$ cat config.mk
export PLATFORM = sky130hd
export DESIGN_NAME = video_line_buffer
export DESIGN_NICKNAME = d
export VERILOG_FILES = /design/src/rtl/video_pkg.sv /design/src/rtl/video_line_ram.sv /design/src/rtl/video_line_buffer.sv
export SDC_FILE = /design/constraint.sdc
export NUM_CORES = 2
export LEC_CHECK = 0
export ABC_AREA = 1
export BUFFER_PORTS_ARGS = -buffer_cell sky130_fd_sc_hd__buf_4
export CORE_MARGIN = 1
export CORE_UTILIZATION = 50
export DETAILED_ROUTE_END_ITERATION = 8
export PLACE_DENSITY = 0.68
export SYNTH_ARGS = -nofsm -noshare
export SYNTH_HDL_FRONTEND = slang
export SYNTH_SLANG_ARGS = --single-unit
$ cat constraint.sdc
create_clock -name I_clock -period 2 [get_ports I_clock]
set_input_delay 0.4 -clock I_clock [delete_from_list [all_inputs] [get_ports I_clock]]
set_output_delay 0.4 -clock I_clock [all_outputs]
set_load 0.005 [all_outputs]
$ cat src/rtl/video_pkg.sv
// Shared video constants, pixel types and the NES palette ROM used by the line buffer
// and the timing generator.
package video_pkg;

    localparam int unsigned LINE_W = 256;
    localparam int unsigned IDX_W  = 6;
    localparam int unsigned PTR_W  = $clog2(LINE_W);
    localparam int unsigned RAM_AW = PTR_W + 1;
    localparam int unsigned HPOS_W = 9;
    localparam int unsigned COL_W  = 8;
    localparam int unsigned PAL_N  = 64;

    typedef logic [IDX_W-1:0] pal_idx_t;

    typedef struct packed {
        logic [COL_W-1:0] r;
        logic [COL_W-1:0] g;
        logic [COL_W-1:0] b;
    } rgb_t;

    typedef enum logic {
        FILL = 1'b0,
        FULL = 1'b1
    } wr_state_t;

    localparam logic [23:0] NES_PALETTE [PAL_N] = '{
        24'h7C7C7C, 24'h0000FC, 24'h0000BC, 24'h4428BC, 24'h940084, 24'hA80020, 24'hA81000, 24'h881400,
        24'h503000, 24'h007800, 24'h006800, 24'h005800, 24'h004058, 24'h000000, 24'h000000, 24'h000000,
        24'hBCBCBC, 24'h0078F8, 24'h0058F8, 24'h6844FC, 24'hD800CC, 24'hE40058, 24'hF83800, 24'hE45C10,
        24'hAC7C00, 24'h00B800, 24'h00A800, 24'h00A844, 24'h008888, 24'h000000, 24'h000000, 24'h000000,
        24'hF8F8F8, 24'h3CBCFC, 24'h6888FC, 24'h9878F8, 24'hF878F8, 24'hF85898, 24'hF87858, 24'hFCA044,
        24'hF8B800, 24'hB8F818, 24'h58D854, 24'h58F898, 24'h00E8D8, 24'h787878, 24'h000000, 24'h000000,
        24'hFCFCFC, 24'hA4E4FC, 24'hB8B8F8, 24'hD8B8F8, 24'hF8B8F8, 24'hF8A4C0, 24'hF0D0B0, 24'hFCE0A8,
        24'hF8D878, 24'hD8F878, 24'hB8F8B8, 24'hB8F8D8, 24'h00FCFC, 24'hF8D8F8, 24'h000000, 24'h000000
    };

    // Grey ramp: index replicated into the top bits so 63 maps to full white.
    function automatic rgb_t grey_rgb(input pal_idx_t idx);
        logic [COL_W-1:0] v;
        v = {idx, idx[IDX_W-1:IDX_W-2]};
        return '{r: v, g: v, b: v};
    endfunction

    function automatic rgb_t palette_rgb(input pal_idx_t idx);
        return rgb_t'(NES_PALETTE[idx]);
    endfunction

endpackage

$ cat src/rtl/video_line_ram.sv
// Two-bank scanline RAM: one write port, one registered read port, address = {bank, ptr}.
module video_line_ram
    import video_pkg::*;
(
    input  logic              I_clock,
    input  logic              wr_en,
    input  logic [RAM_AW-1:0] wr_addr,
    input  pal_idx_t          wr_data,
    input  logic [RAM_AW-1:0] rd_addr,
    output pal_idx_t          rd_data
);

    pal_idx_t mem_q [2*LINE_W];
    pal_idx_t rd_data_q;

    // Storage is deliberately left out of reset so it maps onto a plain RAM macro.
    always_ff @(posedge I_clock) begin
        if (wr_en) begin
            mem_q[wr_addr] <= wr_data;
        end
        rd_data_q <= mem_q[rd_addr];
    end

    assign rd_data = rd_data_q;

endmodule

$ cat src/rtl/video_line_buffer.sv
// Double-buffered scanline store between pixel generator and video timing stage.
// Define LINEBUF_PALETTE_EN to map indices through the NES palette (latency 2); otherwise grey ramp.
module video_line_buffer
    import video_pkg::*;
(
    input  logic              I_clock,
    input  logic              I_reset,
    input  logic              I_pix_valid,
    input  logic [IDX_W-1:0]  I_pix_index,
    output logic              O_pix_ready,
    input  logic              I_frame_start,
    input  logic              I_rd_active,
    input  logic [HPOS_W-1:0] I_rd_hpos,
    input  logic              I_rd_line_end,
    output logic [COL_W-1:0]  O_red,
    output logic [COL_W-1:0]  O_green,
    output logic [COL_W-1:0]  O_blue,
    output logic              O_underrun
);

    wr_state_t         state_q, state_d;
    logic [PTR_W-1:0]  wr_ptr_q, wr_ptr_d;
    logic              wr_bank_q, wr_bank_d;
    logic              pix_ready_q, pix_ready_d;
    logic              underrun_q, underrun_d;
    logic              rd_active_q, rd_active_d;
    logic              wr_fire_c, last_wr_c, swap_c, rd_ok_c;
    pal_idx_t          rd_idx;

    // Frame start wins over a simultaneous pixel, so that pixel is dropped.
    assign wr_fire_c = I_pix_valid && (state_q == FILL) && !I_frame_start;
    assign last_wr_c = wr_fire_c && (wr_ptr_q == PTR_W'(LINE_W - 1));
    assign swap_c    = I_rd_line_end && ((state_q == FULL) || last_wr_c);
    assign rd_ok_c   = I_rd_active && (I_rd_hpos < HPOS_W'(LINE_W));

    always_ff @(posedge I_clock or negedge I_reset) begin
        if (!I_reset) begin
            state_q     <= FILL;
            wr_ptr_q    <= '0;
            wr_bank_q   <= 1'b0;
            pix_ready_q <= 1'b1;
            underrun_q  <= 1'b0;
            rd_active_q <= 1'b0;
        end else begin
            state_q     <= state_d;
            wr_ptr_q    <= wr_ptr_d;
            wr_bank_q   <= wr_bank_d;
            pix_ready_q <= pix_ready_d;
            underrun_q  <= underrun_d;
            rd_active_q <= rd_active_d;
        end
    end

    // Next state: pixel write, then line-end swap, then frame-start rewind of the write side.
    always_comb begin
        state_d   = state_q;
        wr_ptr_d  = wr_ptr_q;
        wr_bank_d = wr_bank_q;
        if (wr_fire_c) begin
            if (last_wr_c) begin
                state_d = FULL;
            end else begin
                wr_ptr_d = wr_ptr_q + PTR_W'(1);
            end
        end
        if (swap_c) begin
            wr_bank_d = !wr_bank_q;
            wr_ptr_d  = '0;
            state_d   = FILL;
        end
        if (I_frame_start) begin
            wr_ptr_d = '0;
            state_d  = FILL;
        end
    end

    always_comb begin
        pix_ready_d = 1'b0;
        underrun_d  = 1'b0;
        rd_active_d = rd_ok_c;
        pix_ready_d = (state_d == FILL);
        underrun_d  = I_rd_line_end && !swap_c;
    end

    video_line_ram u_ram (
        .I_clock (I_clock),
        .wr_en   (wr_fire_c),
        .wr_addr ({wr_bank_q, wr_ptr_q}),
        .wr_data (I_pix_index),
        .rd_addr ({!wr_bank_q, I_rd_hpos[PTR_W-1:0]}),
        .rd_data (rd_idx)
    );

`ifdef LINEBUF_PALETTE_EN
    rgb_t rgb_q, rgb_d;

    always_comb begin
        rgb_d = rgb_t'('0);
        if (rd_active_q) begin
            rgb_d = palette_rgb(rd_idx);
        end
    end

    always_ff @(posedge I_clock or negedge I_reset) begin
        if (!I_reset) begin
            rgb_q <= rgb_t'('0);
        end else begin
            rgb_q <= rgb_d;
        end
    end

    assign O_red   = rgb_q.r;
    assign O_green = rgb_q.g;
    assign O_blue  = rgb_q.b;
`else
    rgb_t rgb_c;

    // Blank flag travels with the RAM read so masking lines up with the data.
    always_comb begin
        rgb_c = rgb_t'('0);
        if (rd_active_q) begin
            rgb_c = grey_rgb(rd_idx);
        end
    end

    assign O_red   = rgb_c.r;
    assign O_green = rgb_c.g;
    assign O_blue  = rgb_c.b;
`endif

    assign O_pix_ready = pix_ready_q;
    assign O_underrun  = underrun_q;

endmodule

* Word-level counts from Yosys, hierarchy flattened
Memory sizes are Yosys's and may differ from the RTL's. A register that Yosys moved wholly into a read port is not among the register bits.
Cells that the tools add are included.
** Storage, ports and cells
- Memories :: 1
- Word-level logic and storage cells :: 36
- Input port bits :: 21
- Memory bits (writable) :: 3072
- Register bits after elaboration :: 13
** Cells by class
- Reductions and logical operators :: 12
- $add $sub $neg :: 1
- Equality and inequality tests :: 2
- Muxes and demuxes :: 11
- Magnitude comparators :: 1
- Bitwise logic cells :: 2
** Memories
- u_ram.mem_q :: depth 512, bits a word 6, read ports 1, clocked after Yosys merged registers in 1, write ports 1, RTL line video_line_ram.sv:13 : pal_idx_t mem_q [2*LINE_W];
** Operator list (count)
- 2-to-1 mux 8 bit :: 4
- 2-to-1 mux 24 bit :: 1
- less-than comparator 9 bit, second input constant :: 1
- adder 8 x 1 -> 8 bit, second input constant :: 1
- equality test 8 bit, second input constant :: 1
- logical AND 1 bit :: 6
- 2-to-1 mux 1 bit :: 6
- zero test 1 bit :: 3
- != test 3 x 2 -> 1 bit, second input constant :: 1
- nonzero test 3 bit :: 1
- NOT 1 bit :: 2
- AND reduction 2 bit :: 1
- logical OR 1 bit :: 1

* Depth between registers and ports, before layout
- Depth in word-level cells :: 9
- Gate-level depth with buffers :: 15
- Depth with buffers taken out :: 13

* Cells and area by module
Synthesis repeated with hierarchy kept, for this count alone.
** Unflattened totals
- Cell total of the unflattened synthesis :: 10705
- Area total of the unflattened synthesis :: 126279.9 um^2
** Modules (own cells, without submodules)
- video_line_ram :: area each 125416.5 um^2, cells each 10592, times used 1, sequential area each 92368.6 um^2
- video_line_buffer :: area each 863.3 um^2, cells each 113, times used 1, sequential area each 326.6 um^2

* Worst setup path before layout
Ideal clock, no wire load.
- Path kind :: reg-to-reg
- Start point :: register wr_ptr_q[0]
- End point :: memory u_ram.mem_q[447][0] in the netlist's numbering, enable pin
- Stages on the path, launching flop included :: 6
- Setup time :: 0.386 ns
- Data arrival time :: 1.596 ns
- Path slack :: 0.018 ns
- Cells stage by stage :: dfrtp_1 ha_1 inv_1 nor2_4 nand3_4 nor4_1
** RTL lines
- from (decl) :: RTL line video_line_buffer.sv:22 : logic [PTR_W-1:0] wr_ptr_q, wr_ptr_d;
- from (signal assigned) :: RTL line video_line_buffer.sv:46 : wr_ptr_q <= wr_ptr_d;
- to (decl) :: RTL line video_line_ram.sv:13
No word-level cell before the write port.

* Final worst setup path
- Start point :: register rd_active_q
- End point :: output O_red[4]
** On the way
- Cells in the longest elaborated chain, start to end :: 1
** Ends and longest elaborated chain
- from (decl) :: RTL line video_line_buffer.sv:26 : logic rd_active_q, rd_active_d;
- from (signal assigned) :: RTL line video_line_buffer.sv:50 : rd_active_q <= rd_active_d;
- 2-to-1 mux 24 bit :: RTL line video_line_buffer.sv:121 : if (rd_active_q) begin
- to (decl) :: RTL line video_line_buffer.sv:15 : output logic [COL_W-1:0] O_red,
No other way between the ends.

==> flow_summary.toml <==
[run_status]
run_status = "complete, but fails checks"
violations = "negative setup slack"

[logic_synthesis]
ys.flop_type = "edfxtp_1"
synth_cell_types = 34
seq_area_frac_synth_pct = 73.5
syn-cell-area_um2 = 126000
synth_edf_count = 3072
synth-async-reset-ratio_pct = 0.421
synth_seq_cells = 3091
synth_nets = 10700
synth_warnings = 0
syn_inst = 10700
syn-mean-instance-area_um2 = 11.8

[timing]
hold_viol = 0
fin_crit_sh_pct = 114
setup_ws_ns = -0.282
fmax_mhz = 438
setup_violations = 1283
maxSlewViolCount = 0
worst_hold_slack_ns = 0.0544
relSlewSlack_pct = 42.8
skew_ns = 0.0809
period_minus_slack_ns = 2.28
worst_slew_pin_slew_ns = 0.856
rsz0062_at_grt = "yes"

[power_and_ir_drop]
power.density_nw_per_um2 = 904
power_leakage_nw = 54.5
irDropWorstVdd_mv = 0.887

[routing]
route.detailed.drc = 0
detail_route.wl_per_cell_um = 24.1
ant_nets = 0
wl_mm = 364
via_per_inst = 5.88
num_vias = 88800
drt-pass1-iter-count = 8
drtIter0Drc = 12500

[placed_design]
gp_congestion = 0.925
place_ws_ns = -0.915
dpl.hpwl_mm = 225
portBuffers = 46
placed_area_um2 = 140000

[critical_path]
slowest_stage = "dfrtp_2"
worstSetupEndpointType = "output port"
cpPeakStageDelay_ns = 0.41
startpoint_type = "flop"
worstPathRequired_ns = 1.60
path_max_fanout = 5
worstSetupPathType = "reg -> out"
cp_num_buf_inv = 4
path_cells = "buf_12 > buf_8 > nand2_8 > inv_6 > buf_6"
arrival_ns = 1.88
critical-path-top-delay-family = "buffers and inverters"

[layout]
nFillCells = 18800
area_growth_pct = 20.2
fin_area_um2 = 152000
drive_gt1_share_pct = 16.4
fin_util_pct = 60.7
regArea_um2 = 92700
multiInputGateArea_um2 = 30500
nets = 11600

[job]
max_cap_violations = 0

[cts]
cts_tree = "yes"
cts_buffer_depth = 4
path_clk_slew_ns = 0.06
cts_sinks = 3091
cts-htree-levels = 5
root_buffer = "clkbuf_16"
numCtsBuffers = 320
clock_latency_ns = 1.00

[global_routing]
antenna_found_initial = 11
grtUsageTotal_pct = 27.4
grt_start_max_net_pins = 102
overflow = 0
grt_pass1_vias = 85000
grt_pass1_wl_mm = 527

[die]
start_util_pct = 50.5
chipHeight_um = 504
die_w_um = 504
pin_count = 47
core-area_um2 = 250000
die_area_um2 = 254000
rows = 183

[worst_hold_path]
hp-class = "in -> reg"
[per-layer routing]
layer | GRT usage (%) | wire length [um]
met2 | 43.9 | 170000
met5 | 0 | 35
met3 | 4.87 | 38600
met1 | 36.8 | 137000
met4 | 12.2 | 18100
[synthesized netlist by cell type, types with 2 or more instances]
library cell	n	area, um^2
buf_1	93	349
nand2_1	3147	11800
a21oi_1	4	20.0
inv_2	5	18.8
edfxtp_1	3072	92200
nor4_1	6	37.5
xor2_1	2	17.5
nand3_1	3064	15300
o21ai_1	2	10.0
dfrtp_1	12	300
ha_1	4	50.1
clkinv_1	2	7.51
nor3_1	7	35.0
buf_2	443	2220
nor2_1	526	1970
clkbuf_1	159	597
o21ai_0	4	20.0
buf_6	9	101
buf_4	69	518
clkbuf_4	4	30.0
dfxtp_1	6	120
nand2_2	2	12.5
inv_1	29	109
[path summary, 6_finish.rpt]
check,start,endpoint,slack [ns],depth (start not counted)
min,I_rd_hpos[7],u_ram.rd_data[5],0.05,4
max in group asynchronous,I_reset,rd_active_q,0.22,4
min in group asynchronous,I_reset,O_pix_ready,0.42,3
max reg2reg,wr_ptr_q[0],u_ram.mem_q[144][2],-0.14,9
min reg2reg,wr_ptr_q[2],wr_ptr_q[2],0.64,3
max,rd_active_q,O_red[4],-0.28,5
[registers in the layout, summed over array words and instances (netlist names)]
signal,flops
u_ram.mem_q,3072
wr_ptr_q,8
u_ram.rd_data,6
O_pix_ready,1
O_underrun,1
rd_active_q,1
state_q,1
wr_bank_q,1
[tightest hold or removal path, delay by kind of cell]
kind / cells / cell delay [ns]
AND/OR/NAND/NOR: 3 / 0.36
buffers and inverters: 1 / 0.20
[layout by cell type (no fill, tap or decap), types with 5 or more instances in the layout]
master	n
buf_12	266
buf_16	14
buf_4	893
buf_6	98
buf_8	13
bufinv_16	19
clkbuf_1	83
clkbuf_16	344
clkinv_1	60
clkinv_2	34
clkinvlp_4	13
dfrtp_1	7
dfrtp_2	5
dfxtp_1	6
diode_2	5
dlygate4sd3_1	13
edfxtp_1	3072
inv_1	14
inv_2	12
inv_6	9
nand2_1	3125
nand2_8	16
nand3_1	3051
nand3_2	13
nor2_1	385
nor2_2	86
nor2_4	57
[per-stage QoR]
stage | instances | total power (W) | setup TNS (ns)
6_report | 15100 | 0.137 | -74.91
4_1_cts | 15100 | 0.137 | -7.24
2_1_floorplan | 10700 | 0.0770 | 0
3_3_place_gp | 14500 | 0.0815 | -151.35
5_1_grt | 15100 | 0.140 | -120.21
3_5_place_dp | 14500 | 0.0816 | -231.83
[repair_timing]
item | CTS | global route
hold buffers | 13 | 0
resized for setup | 61 | 362
setup endpoints to repair | 765 | 2028
setup buffers | 6 | 16
gates cloned | 0 | 18
endpoints found under the hold margin | 230 | 0
pin swaps | 1 | 22
[logic make-up after synthesis]
| family | synth area share [%] |
|---|---|
| simple gates | 23.2 |
| flops | 73.5 |
| buf+inv | 3.16 |
| compound gates | 0.0526 |
| fa+ha+maj | 0.0397 |
| xor+xnor | 0.0139 |
[report_power, final]
part           internal [W]  switching (W)
Combinational       0.00297        0.00643
Sequential           0.0712      0.0000837
Clock                0.0323         0.0240
[layout make-up]
cell class / instances / share of cell area [%]
Timing Repair Buffer: 1316 / 9.44
Inverter: 38 / 0.138
Tap cell: 3330 / 2.75
Clock inverter: 133 / 0.758
Multi-Input combinational cell: 6775 / 20.1
Sequential cell: 3091 / 61.2
Clock buffer: 411 / 5.61
Antenna cell: 5 / 0.00826
(Power assumes the default switching activity.)
